$ cat config.mk
export PLATFORM = sky130hd
export DESIGN_NAME = i2c_slave_regfile
export DESIGN_NICKNAME = d
export VERILOG_FILES = /design/src/rtl/i2c_slave_regfile.sv
export SDC_FILE = /design/constraint.sdc
export NUM_CORES = 1
export LEC_CHECK = 0
export CAP_MARGIN = 0
export CORE_MARGIN = 4
export CORE_UTILIZATION = 35
export DETAILED_ROUTE_END_ITERATION = 10
export PLACE_DENSITY = 0.52
export REMOVE_ABC_BUFFERS = 1
export SYNTH_ARGS = -nofsm -noshare
export SYNTH_HDL_FRONTEND = slang
export SYNTH_SLANG_ARGS = --single-unit
$ cat constraint.sdc
create_clock -name clk -period 6 [get_ports clk]
set_input_delay 1.2 -clock clk [delete_from_list [all_inputs] [get_ports clk]]
set_output_delay 1.2 -clock clk [all_outputs]
set_load 0.02 [all_outputs]
$ cat src/rtl/i2c_slave_regfile.sv
// I2C target with an internal byte register file.
// SCL/SDA are oversampled on clk; SDA is driven open-drain through sda_oe.
module i2c_slave_regfile #(
    parameter logic [6:0]   SLAVE_ADDR  = 7'h12,
    parameter int unsigned  NUM_REGS    = 16,
    parameter int unsigned  SYNC_STAGES = 2,
    localparam int unsigned ADDR_W      = ($clog2(NUM_REGS) > 1) ? $clog2(NUM_REGS) : 1
) (
    input  logic              clk,
    input  logic              rst,
    input  logic              scl_in,
    input  logic              sda_in,
    output logic              sda_oe,
    input  logic [ADDR_W-1:0] rd_addr,
    output logic [7:0]        rd_data,
    output logic              wr_strobe,
    output logic [ADDR_W-1:0] wr_addr,
    output logic [7:0]        wr_data,
    output logic              busy,
    output logic [3:0]        state
);

    typedef enum logic [3:0] {
        StIdle     = 4'd0,
        StAddr     = 4'd1,
        StAddrAck  = 4'd2,
        StIndex    = 4'd3,
        StIndexAck = 4'd4,
        StWdata    = 4'd5,
        StWdataAck = 4'd6,
        StRdata    = 4'd7,
        StRdataAck = 4'd8,
        StIgnore   = 4'd9
    } state_e;

    logic [SYNC_STAGES-1:0] scl_sync_q, sda_sync_q;
    logic                   scl_hist_q, sda_hist_q;
    logic [SYNC_STAGES:0]   warm_q;
    logic                   scl_s, sda_s, bus_live;
    logic                   scl_rise, scl_fall, start_det, stop_det;

    state_e            state_q, state_d;
    logic [2:0]        bit_cnt_q, bit_cnt_d;
    logic [6:0]        shift_in_q, shift_in_d;
    logic [7:0]        shift_out_q, shift_out_d;
    logic [ADDR_W-1:0] ptr_q, ptr_d, ptr_inc;
    logic              sda_oe_q, sda_oe_d;
    logic              phase_q, phase_d;
    logic              rw_q, rw_d;
    logic              wr_strobe_q, wr_strobe_d;
    logic [ADDR_W-1:0] wr_addr_q, wr_addr_d;
    logic [7:0]        wr_data_q, wr_data_d;
    logic [7:0]        rd_data_q;
    logic              reg_we;
    logic [7:0]        regs_q [NUM_REGS];
    logic [7:0]        rx_byte, cur_byte, next_byte;
    logic              index_ok;

    always_ff @(posedge clk) begin
        if (rst) begin
            scl_sync_q <= '1;
            sda_sync_q <= '1;
            scl_hist_q <= 1'b1;
            sda_hist_q <= 1'b1;
            warm_q     <= '0;
        end else begin
            scl_sync_q <= {scl_sync_q[SYNC_STAGES-2:0], scl_in};
            sda_sync_q <= {sda_sync_q[SYNC_STAGES-2:0], sda_in};
            scl_hist_q <= scl_s;
            sda_hist_q <= sda_s;
            warm_q     <= {warm_q[SYNC_STAGES-1:0], 1'b1};
        end
    end

    assign scl_s = scl_sync_q[SYNC_STAGES-1];
    assign sda_s = sda_sync_q[SYNC_STAGES-1];

    // Edges are only trusted once the pipeline holds real pin samples, so a
    // reset in the middle of a transfer cannot fabricate a START.
    assign bus_live  = warm_q[SYNC_STAGES];
    assign scl_rise  = bus_live & scl_s & ~scl_hist_q;
    assign scl_fall  = bus_live & ~scl_s & scl_hist_q;
    assign start_det = bus_live & scl_s & scl_hist_q & sda_hist_q & ~sda_s;
    assign stop_det  = bus_live & scl_s & scl_hist_q & ~sda_hist_q & sda_s;

    assign rx_byte   = {shift_in_q, sda_s};
    assign index_ok  = 32'(rx_byte) < NUM_REGS;
    assign ptr_inc   = (ptr_q == ADDR_W'(NUM_REGS - 1)) ? '0 : ptr_q + 1'b1;
    assign cur_byte  = regs_q[ptr_q];
    assign next_byte = regs_q[ptr_inc];

    always_comb begin
        state_d     = state_q;
        bit_cnt_d   = bit_cnt_q;
        shift_in_d  = shift_in_q;
        shift_out_d = shift_out_q;
        ptr_d       = ptr_q;
        sda_oe_d    = sda_oe_q;
        phase_d     = phase_q;
        rw_d        = rw_q;
        wr_strobe_d = 1'b0;
        wr_addr_d   = wr_addr_q;
        wr_data_d   = wr_data_q;
        reg_we      = 1'b0;

        if (start_det) begin
            state_d   = StAddr;
            bit_cnt_d = '0;
            sda_oe_d  = 1'b0;
            phase_d   = 1'b0;
        end else if (stop_det) begin
            state_d  = StIdle;
            sda_oe_d = 1'b0;
            phase_d  = 1'b0;
        end else begin
            unique case (state_q)
                StIdle, StIgnore: ;
                StAddr: begin
                    if (scl_rise) begin
                        shift_in_d = rx_byte[6:0];
                        bit_cnt_d  = bit_cnt_q + 3'd1;
                        if (bit_cnt_q == 3'd7) begin
                            if (rx_byte[7:1] == SLAVE_ADDR) begin
                                state_d = StAddrAck;
                                rw_d    = rx_byte[0];
                                phase_d = 1'b0;
                            end else begin
                                state_d = StIgnore;
                            end
                        end
                    end
                end
                // Ack states see two falls: the first pulls SDA, the second closes.
                StAddrAck: begin
                    if (scl_fall) begin
                        if (!phase_q) begin
                            sda_oe_d = 1'b1;
                            phase_d  = 1'b1;
                        end else if (rw_q) begin
                            state_d     = StRdata;
                            shift_out_d = cur_byte;
                            sda_oe_d    = ~cur_byte[7];
                            bit_cnt_d   = '0;
                            phase_d     = 1'b0;
                        end else begin
                            state_d   = StIndex;
                            sda_oe_d  = 1'b0;
                            bit_cnt_d = '0;
                            phase_d   = 1'b0;
                        end
                    end
                end
                StIndex: begin
                    if (scl_rise) begin
                        shift_in_d = rx_byte[6:0];
                        bit_cnt_d  = bit_cnt_q + 3'd1;
                        if (bit_cnt_q == 3'd7) begin
                            if (index_ok) begin
                                ptr_d   = rx_byte[ADDR_W-1:0];
                                state_d = StIndexAck;
                                phase_d = 1'b0;
                            end else begin
                                state_d = StIgnore;
                            end
                        end
                    end
                end
                StIndexAck, StWdataAck: begin
                    if (scl_fall) begin
                        if (!phase_q) begin
                            sda_oe_d = 1'b1;
                            phase_d  = 1'b1;
                        end else begin
                            state_d   = StWdata;
                            sda_oe_d  = 1'b0;
                            bit_cnt_d = '0;
                            phase_d   = 1'b0;
                        end
                    end
                end
                StWdata: begin
                    if (scl_rise) begin
                        shift_in_d = rx_byte[6:0];
                        bit_cnt_d  = bit_cnt_q + 3'd1;
                        if (bit_cnt_q == 3'd7) begin
                            state_d     = StWdataAck;
                            phase_d     = 1'b0;
                            reg_we      = 1'b1;
                            wr_strobe_d = 1'b1;
                            wr_addr_d   = ptr_q;
                            wr_data_d   = rx_byte;
                            ptr_d       = ptr_inc;
                        end
                    end
                end
                // phase_q set here means bit 7 of a freshly loaded byte is still to be driven.
                StRdata: begin
                    if (scl_fall) begin
                        if (phase_q) begin
                            sda_oe_d = ~shift_out_q[7];
                            phase_d  = 1'b0;
                        end else if (bit_cnt_q == 3'd7) begin
                            sda_oe_d  = 1'b0;
                            state_d   = StRdataAck;
                            bit_cnt_d = '0;
                        end else begin
                            bit_cnt_d   = bit_cnt_q + 3'd1;
                            shift_out_d = shift_out_q << 1;
                            sda_oe_d    = ~shift_out_q[6];
                        end
                    end
                end
                StRdataAck: begin
                    if (scl_rise) begin
                        if (!sda_s) begin
                            ptr_d       = ptr_inc;
                            shift_out_d = next_byte;
                            state_d     = StRdata;
                            bit_cnt_d   = '0;
                            phase_d     = 1'b1;
                        end else begin
                            state_d = StIgnore;
                        end
                    end
                end
                default: state_d = StIdle;
            endcase
        end
    end

    always_ff @(posedge clk) begin
        if (rst) begin
            state_q     <= StIdle;
            bit_cnt_q   <= '0;
            shift_in_q  <= '0;
            shift_out_q <= '0;
            ptr_q       <= '0;
            sda_oe_q    <= 1'b0;
            phase_q     <= 1'b0;
            rw_q        <= 1'b0;
            wr_strobe_q <= 1'b0;
            wr_addr_q   <= '0;
            wr_data_q   <= '0;
            rd_data_q   <= '0;
            for (int i = 0; i < int'(NUM_REGS); i++) begin
                regs_q[i] <= '0;
            end
        end else begin
            state_q     <= state_d;
            bit_cnt_q   <= bit_cnt_d;
            shift_in_q  <= shift_in_d;
            shift_out_q <= shift_out_d;
            ptr_q       <= ptr_d;
            sda_oe_q    <= sda_oe_d;
            phase_q     <= phase_d;
            rw_q        <= rw_d;
            wr_strobe_q <= wr_strobe_d;
            wr_addr_q   <= wr_addr_d;
            wr_data_q   <= wr_data_d;
            rd_data_q   <= (32'(rd_addr) < NUM_REGS) ? regs_q[rd_addr] : 8'h00;
            if (reg_we) begin
                regs_q[ptr_q] <= rx_byte;
            end
        end
    end

    assign sda_oe    = sda_oe_q;
    assign rd_data   = rd_data_q;
    assign wr_strobe = wr_strobe_q;
    assign wr_addr   = wr_addr_q;
    assign wr_data   = wr_data_q;
    assign busy      = (state_q >= StAddrAck) && (state_q <= StRdataAck);
    assign state     = state_q;

endmodule
==> results of run 1 <==
synthesized netlist by cell type (2+ instances only):
library cell  number  area, um^2
edfxtp_1         128        3840
a2111oi_0          3        26.3
and2_1           123         769
nor4_1             9        56.3
buf_2             24         120
o21bai_1           3        22.5
nand2b_1           5        31.3
dfxtp_1           63        1260
a22o_1             6        52.6
nand3_1            7        35.0
o21ai_0           21         105
nor3_1            23         115
xor2_1             3        26.3
buf_1              5        18.8
a21oi_1           15        75.1
ha_1               6        75.1
o21ai_1            9        45.0
or2_2             10        62.6
nand2_1           27         101
o311ai_1           2        17.5
nor2_1            60         225
and3b_1            2        17.5
a22oi_1           10        75.1
and3_1             7        43.8
a311oi_1           2        17.5
mux2i_1           60         601
a211oi_1          18         135
nor3b_1            2        15.0
inv_1              7        26.3
mux4_2            90        2030
clkbuf_1          45         169
a31oi_1            9        56.3
nand3b_1           4        30.0
buf_4              6        45.0
nand4b_1           5        43.8
or3_1              5        31.3
mux2_2             4        45.0
nor3_2             3        30.0
o22ai_1            2        12.5
nor2b_1           13        81.3
a32oi_1            4        35.0
nor4bb_1           2        20.0
power by group:
part           internal, mW  switching, mW  total, mW
registers              1.45         0.0725       1.53
clock network         0.581          0.635       1.22
logic                 0.104         0.0899      0.194
total                  2.14          0.798       2.94
flip-flops by register name (all words and copies together) (netlist names), named ones only:
name	flops
sda_hist_q	1
rw_q	1
scl_sync_q	2
shift_out_q	8
state	4
sda_oe	1
ptr_q	4
rd_data	8
bit_cnt_q	3
wr_data	8
wr_addr	4
scl_hist_q	1
wr_strobe	1
shift_in_q	7
sda_sync_q	2
warm_q	3
phase_q	1
regs_q	128
cell families after synthesis:
group,synth area share [%]
buffers and inverters,3.62
DFF,46.9
muxes,24.6
AOI/OAI and AO/OA,7.44
and+or+nand+nor,16.5
adders and majority gates,0.690
xor gates and xnor gates,0.242
metal layers:
metal | track usage, % | vias to the layer above | wire length, um
li1 | - | 3340 | -
met1 | 30.6 | 3940 | 15600
met2 | 31.6 | 387 | 15900
met3 | 5.90 | 47 | 3270
met4 | 5.32 | 0 | 715
met5 | 0 | - | 0
metrics by stage:
step | utilization [%] | setup slack [ns]
after floorplan | - | 0.901
after global placement | 37.6 | 2.23
after detailed placement | 37.6 | 2.13
after CTS | 39.6 | 2.15
after global routing | 39.6 | 2.05
final | 39.6 | 2.12
worst paths after layout:
path	slack, ns	cells after the start	endpoint
setup / recovery	2.12	3	busy
hold / removal	0.42	1	scl_sync_q[1]
setup reg to reg	2.43	6	regs_q[9][7]
hold reg to reg	0.42	1	scl_sync_q[1]
area by class of cell:
cell class / count / area share, %
clock inverter: 15 / 1.68
clock buffer: 17 / 3.50
inverter: 8 / 0.247
multi-input combinational: 597 / 44.4
timing repair buffer: 57 / 4.10
tap: 396 / 4.08
sequential: 191 / 42.0
==> results.toml, run 1 <==
[outcome]
outcome = "finished, final reports clean"

[critical_path]
worst-path-buf-inv = 1
path_cells = "or4b_1 > o21ai_0 > clkdlybuf4s50_1"
worstPathRequired_ns = 4.80
critical_path.top_delay_family = "simple AND/OR/NAND/NOR gates"
r2r-start = "state[3]"
critical_path_class = "reg -> out"
crit_start = "state[1]"
crit_arrival_ns = 2.68
slowest_stage = "or4b_1"
start_kind = "flip-flop"
end_kind = "output pin"
path_max_fanout = 20
max_stage_delay_ns = 0.85

[clock_tree]
clkTransAtPathRegs_ns = 0.09
cts_max_path_buffers = 2
cts_tree = "done"
htree_num_levels = 4
numCtsBuffers = 17
cts-root-buf = "clkbuf_16"
cts.hold.buffers_added = 0
cts_resized = 0
cts_sinks = 191
clkLatencyLatePin_ns = 0.46
postCtsSetupBuffers = 0

[min_path]
hp-start = "scl_sync_q[0]"
hp-class = "reg -> reg"

[floorplan]
ios = 35
dieWidth_um = 184
rows = 64
die_h_um = 184
dieArea_mm2 = 0.0340
core_area_mm2 = 0.0307
initial_core_util_pct = 35.5

[power_and_ir_drop]
power.total_mw = 2.94
p_leak_nw = 4.02
power.density_mw_per_mm2 = 242
ir_worst_vdd_uv = 202

[timing]
grt_setup_unrepaired = "false"
hold_ws_ns = 0.423
relSlewSlack_pct = 22.5
fmax_mhz = 258
finalSetupViolCount = 0
slew_viol_final = 0
fin_crit_sh_pct = 64.7
hold_viol = 0
worstMarginPinSlew_ns = 1.15
clock_skew_ns = 0.0165
finalSetupTns_ns = 0
min_period_ns = 3.88

[yosys]
yosys.cell_types.count = 67
synth-seq-area-share_pct = 46.9
synth.avg_cell_area_um2 = 12.4
async_flop_share_pct = 0
postSynthCellCount = 877
synth_ff_type = "edfxtp_1"
synth_edf_count = 128
netlist_area_mm2 = 0.0109
ys_seq_elements = 191
ys.warnings.count = 0

[place]
place_area_mm2 = 0.0115
place.gp.congestion = 0.965
dpl.cell_count = 1249
dpl.hpwl_um = 25300
io_buffers = 34

[layout]
antenna_cells = 0
fin_nets = 886
area_growth_pct = 11.7
multi_input_area_mm2 = 0.00540
layout-drive-gt1-share_pct = 19.4
fillers = 2926
register_area_mm2 = 0.00511
final_area_mm2 = 0.0122
final_cell_mix = "edfxtp_1, and2_1, mux4_2, dfxtp_1"
fin_cells = 1281
layout_commonest_cell = "edfxtp_1"

[drt]
wl_per_cell_um = 27.7
initialDrtViolationCount = 1046
drt_first_pass_iters = 5
post_drt_via_cell_ratio = 6.02
post-route-drc-count = 0
vias = 7714
drt_wl_total_um = 35500
drtAntennaViolNets = 0

[job]
drv_cap = 0

[global_routing]
grt_pass1_wl_um = 52400
overflow = 0
grt_use_total_pct = 21.1
grt_pass1_vias = 7546
grt_max_degree = 44
grt_antenna_before_repair = 3
Note: power is estimated with default switching activity, not from simulation.
==> inputs of run 2 (changes only) <==
- clock period: 6 -> 3.9 ns (I/O delays scaled with it)
==> results.toml, run 2 (synthesized netlist as in run 1, its figures left out) <==
[drt]
drt_wl_total_um = 34600
post_drt_via_cell_ratio = 5.91
drt_first_pass_iters = 5
post-route-drc-count = 0
vias = 7685
wl_per_cell_um = 26.6
drtAntennaViolNets = 0
initialDrtViolationCount = 856

[global_routing]
grt_pass1_wl_um = 51400
grtUsageMet3_pct = 2.94
use_met1_pct = 29.3
grt-busiest-layer = "met2"
grt_antenna_before_repair = 0
met2_usage_pct = 32.3
grt_max_degree = 43
overflow = 0
grt_use_total_pct = 20.6
grt_pass1_vias = 7599

[place]
place_area_mm2 = 0.0117
place.gp.congestion = 0.877
dpl.hpwl_um = 25200
dpl.cell_count = 1267
io_buffers = 34

[clock_tree]
cts.hold.buffers_added = 0
postCtsSetupBuffers = 0
clkTransAtPathRegs_ns = 0.07
cts_max_path_buffers = 2
numCtsBuffers = 17
htree_num_levels = 4
cts_sinks = 191
cts_resized = 0
cts-root-buf = "clkbuf_16"
clkLatencyLatePin_ns = 0.45
cts_tree = "done"

[power_and_ir_drop]
power.density_mw_per_mm2 = 358
p_leak_nw = 4.09
ir_worst_vdd_uv = 313

[layout]
fillers = 2905
register_area_mm2 = 0.00511
fin_cells = 1301
final_cell_mix = "edfxtp_1, and2_1, mux4_2, dfxtp_1"
largest_reg_flops = 128
regMostFlops = "regs_q"
final_area_mm2 = 0.0122
multi_input_area_mm2 = 0.00540
fin_nets = 904
area_growth_pct = 12.5
layout_commonest_cell = "edfxtp_1"
layout-drive-gt1-share_pct = 21.0

[critical_path]
slowest_stage = "or4b_1"
start_kind = "flip-flop"
crit_start = "state[1]"
max_stage_delay_ns = 0.80
end_kind = "output pin"
critical_path_class = "reg -> out"
path_max_fanout = 20
path_cells = "or4b_1 > o21ai_0 > clkdlybuf4s50_1"
reg2reg_depth = 8
worstPathRequired_ns = 3.12
crit_arrival_ns = 2.58
r2r-start = "state[3]"

[timing]
slew_viol_final = 0
hold_viol = 0
worstMarginPinSlew_ns = 1.01
fmax_mhz = 297
fin_crit_sh_pct = 86.2
grt_setup_unrepaired = "false"
finalSetupViolCount = 0
clock_skew_ns = 0.0132
min_period_ns = 3.36
relSlewSlack_pct = 32.7
hold_ws_ns = 0.416

[min_path]
hp-start = "sda_sync_q[0]"
holdPathStages = 1
hp-class = "reg -> reg"

[floorplan]
core_area_mm2 = 0.0307
die_h_um = 184
dieArea_mm2 = 0.0340
initial_core_util_pct = 35.5
dieWidth_um = 184
rows = 64
ios = 35

[outcome]
outcome = "finished, final reports clean"

[job]
drv_cap = 0
## run 2: cell count changes in the layout (fill, tap and decap cells not counted)
cell | before | now
clkinv_8 | 5 | 0
inv_8 | 2 | 5
diode_2 | 0 | 2
buf_12 | 0 | 1
buf_4 | 23 | 40
clkinvlp_2 | 0 | 1
inv_6 | 3 | 6
clkinvlp_4 | 0 | 2
inv_12 | 4 | 0
## run 2: worst paths after layout
kind | slack (ns) | endpoint
worst max-delay path | 0.54 | busy
worst min-delay path | 0.42 | sda_sync_q[1]
worst max register to register | 0.96 | regs_q[5][5]
worst min register to register | 0.42 | sda_sync_q[1]
## run 2: critical path: cells and delay by family, from the launching register on
family | cells | cell delay [ns]
AO/OA/AOI/OAI | 1 | 0.17
buffers and inverters | 1 | 0.63
flip-flops | 1 | 0.53
AND/OR/NAND/NOR | 1 | 0.80
## run 2: where the power goes
part | internal (mW) | leakage, nW | switching, mW
clock network | 0.850 | 0.271 | 0.884
registers | 2.24 | 1.73 | 0.0900
logic | 0.168 | 2.09 | 0.149
## run 2: through the flow
step,setup slack [ns],power (mW),utilization [%],setup TNS (ns)
floorplan,-1.20,2.51,-,-8.99
global placement,0.982,2.69,38.1,0
detailed placement,0.993,2.69,38.1,0
CTS,0.527,4.40,39.9,0
global route,0.402,4.52,39.9,0
finish,0.537,4.38,39.9,0
## run 2: area by class of cell
cell class                      count  area share, %
Timing Repair Buffer               75           5.27
Inverter                            8          0.245
Clock inverter                     15           1.12
Sequential cell                   191           41.7
Multi-Input combinational cell    597           44.1
Antenna cell                        2         0.0409
Clock buffer                       17           3.47
Tap cell                          396           4.05
## run 2: metal layers
layer / part of all wire (%) / up-vias
met5: 0 / -
met4: 3.2 / 0
met3: 5.4 / 50
met2: 47 / 300
met1: 44 / 3947
li1: - / 3388
==> inputs of run 3 (changes only) <==
==> constraint.sdc (replaced) <==
create_clock -name clk -period 3.9 [get_ports clk]
set_input_delay 0.78 -clock clk [delete_from_list [all_inputs] [get_ports clk]]
set_output_delay 0.78 -clock clk [all_outputs]
set_load 0.005 [all_outputs]
==> results.toml, run 3 (synthesized netlist as in run 1, its figures left out) <==
[timing]
clock_skew_ns = 0.0145
relSlewSlack_pct = 22.9
fin_crit_sh_pct = 86.2
worstMarginPinSlew_ns = 1.16
fmax_mhz = 297
hold_viol = 0
slew_viol_final = 0
grt_setup_unrepaired = "false"
setup_ws_ns = 0.537
finalSetupViolCount = 0
min_period_ns = 3.36

[min_path]
hold_end = "scl_sync_q[1]"
hp-start = "scl_sync_q[0]"
holdPathStages = 1
hp-class = "reg -> reg"

[power_and_ir_drop]
p_seq_share_pct = 52.2
power.density_mw_per_mm2 = 361
switching_share_pct = 25.7
p_leak_nw = 4.13
p_switching_mw = 1.14
power.share.clock_pct = 40.9
power.total_mw = 4.45
ir_worst_vdd_uv = 324
p_int_mw = 3.31
p_comb_share_pct = 7.0

[global_routing]
grt_antenna_before_repair = 1
use_met1_pct = 29.0
met2_usage_pct = 33.1
grt_max_degree = 43
grt_pass1_vias = 7570
grt-busiest-layer = "met2"
overflow = 0
grt_use_total_pct = 20.8
grt_pass1_wl_um = 52000
grtUsageMet3_pct = 3.85

[floorplan]
initial_core_util_pct = 35.5
die_h_um = 184
dieWidth_um = 184
rows = 64
ios = 35
dieArea_mm2 = 0.0340
core_area_mm2 = 0.0307

[clock_tree]
cts.hold.buffers_added = 0
cts_max_path_buffers = 2
htree_num_levels = 4
cts_resized = 0
clkLatencyLatePin_ns = 0.46
cts-root-buf = "clkbuf_16"
postCtsSetupBuffers = 0
cts_sinks = 191
cts_tree = "done"
clkTransAtPathRegs_ns = 0.08
numCtsBuffers = 17

[layout]
fin_cells = 1305
regMostFlops = "regs_q"
fillers = 2889
final_cell_mix = "edfxtp_1, and2_1, mux4_2, dfxtp_1"
layout_commonest_cell = "edfxtp_1"
largest_reg_flops = 128
fin_nets = 909
area_growth_pct = 13.3
layout-drive-gt1-share_pct = 21.5
final_area_mm2 = 0.0123

[critical_path]
start_kind = "flip-flop"
crit_arrival_ns = 2.58
critical_path_class = "reg -> out"
reg2reg_depth = 6
r2r-start = "state[2]"
worstPathRequired_ns = 3.12
r2r_end = "regs_q[2][4]"
end_kind = "output pin"
max_stage_delay_ns = 0.85
path_max_fanout = 20
slowest_stage = "or4b_1"
path_cells = "or4b_1 > o21ai_0 > clkdlybuf4s50_1"
r2r_setup_slack_ns = 0.68

[drt]
post-route-drc-count = 0
drt_wl_total_um = 34800
vias = 7663
wl_per_cell_um = 26.6
drt_first_pass_iters = 6
post_drt_via_cell_ratio = 5.87
drtAntennaViolNets = 0
initialDrtViolationCount = 846

[place]
dpl.hpwl_um = 25200
io_buffers = 34
place.gp.congestion = 0.907
place_area_mm2 = 0.0117
dpl.cell_count = 1272
pre_cts_ws_ns = 0.753

[outcome]
outcome = "finished, final reports clean"

[job]
drv_cap = 0
[run 3: per-stage QoR]
stage	hold slack [ns]	TNS [ns]	utilization, %
2_1_floorplan	0.389	-8.99	-
3_3_place_gp	0.398	0	38.2
3_5_place_dp	0.395	0	38.2
4_1_cts	0.414	0	40.2
5_1_grt	0.429	0	40.2
6_report	0.413	0	40.2
[run 3: how the worst max path moves through the flow]
stage / from / end / slack (ns) / cells after the start
after floorplan: ptr_q[2] / shift_out_q[6] / -1.20 / 5
after global placement: state[2] / regs_q[2][2] / 0.78 / 6
after detailed placement: state[2] / regs_q[2][2] / 0.75 / 6
after CTS: state[1] / busy / 0.55 / 3
after global routing: state[1] / busy / 0.45 / 3
final: state[1] / busy / 0.54 / 3
[run 3: power by group through the flow]
stage                     sequential, mW  combinational (mW)  clock (mW)
after floorplan                     2.32               0.184           0
after global placement              2.37               0.312           0
after detailed placement            2.37               0.312           0
after CTS                           2.32               0.313        1.84
after global routing                2.33               0.329        1.91
final                               2.32               0.311        1.82
[run 3: final cells by class]
type	count	area (um^2)	area share (%)
diodes	1	2.50	0.0203
clock buffers	18	450	3.65
clock inverters	14	160	1.30
inverters	8	30.0	0.244
multi-input cells	597	5400	43.8
flip-flops and latches	191	5110	41.4
well taps	396	495	4.02
repair buffers	80	683	5.54
[run 3: critical path: cells and delay by family (launching register included)]
| kind | cells | cell delay (ns) |
|---|---|---|
| AND/OR/NAND/NOR | 1 | 0.85 |
| flip-flops | 1 | 0.54 |
| buffers and inverters | 1 | 0.54 |
| AO/OA/AOI/OAI | 1 | 0.20 |
[run 3: layer usage]
layer,up-vias,part of all wire [%]
met5,-,0
met4,0,2.5
met3,51,6.1
met2,307,47
met1,3907,44
li1,3398,-
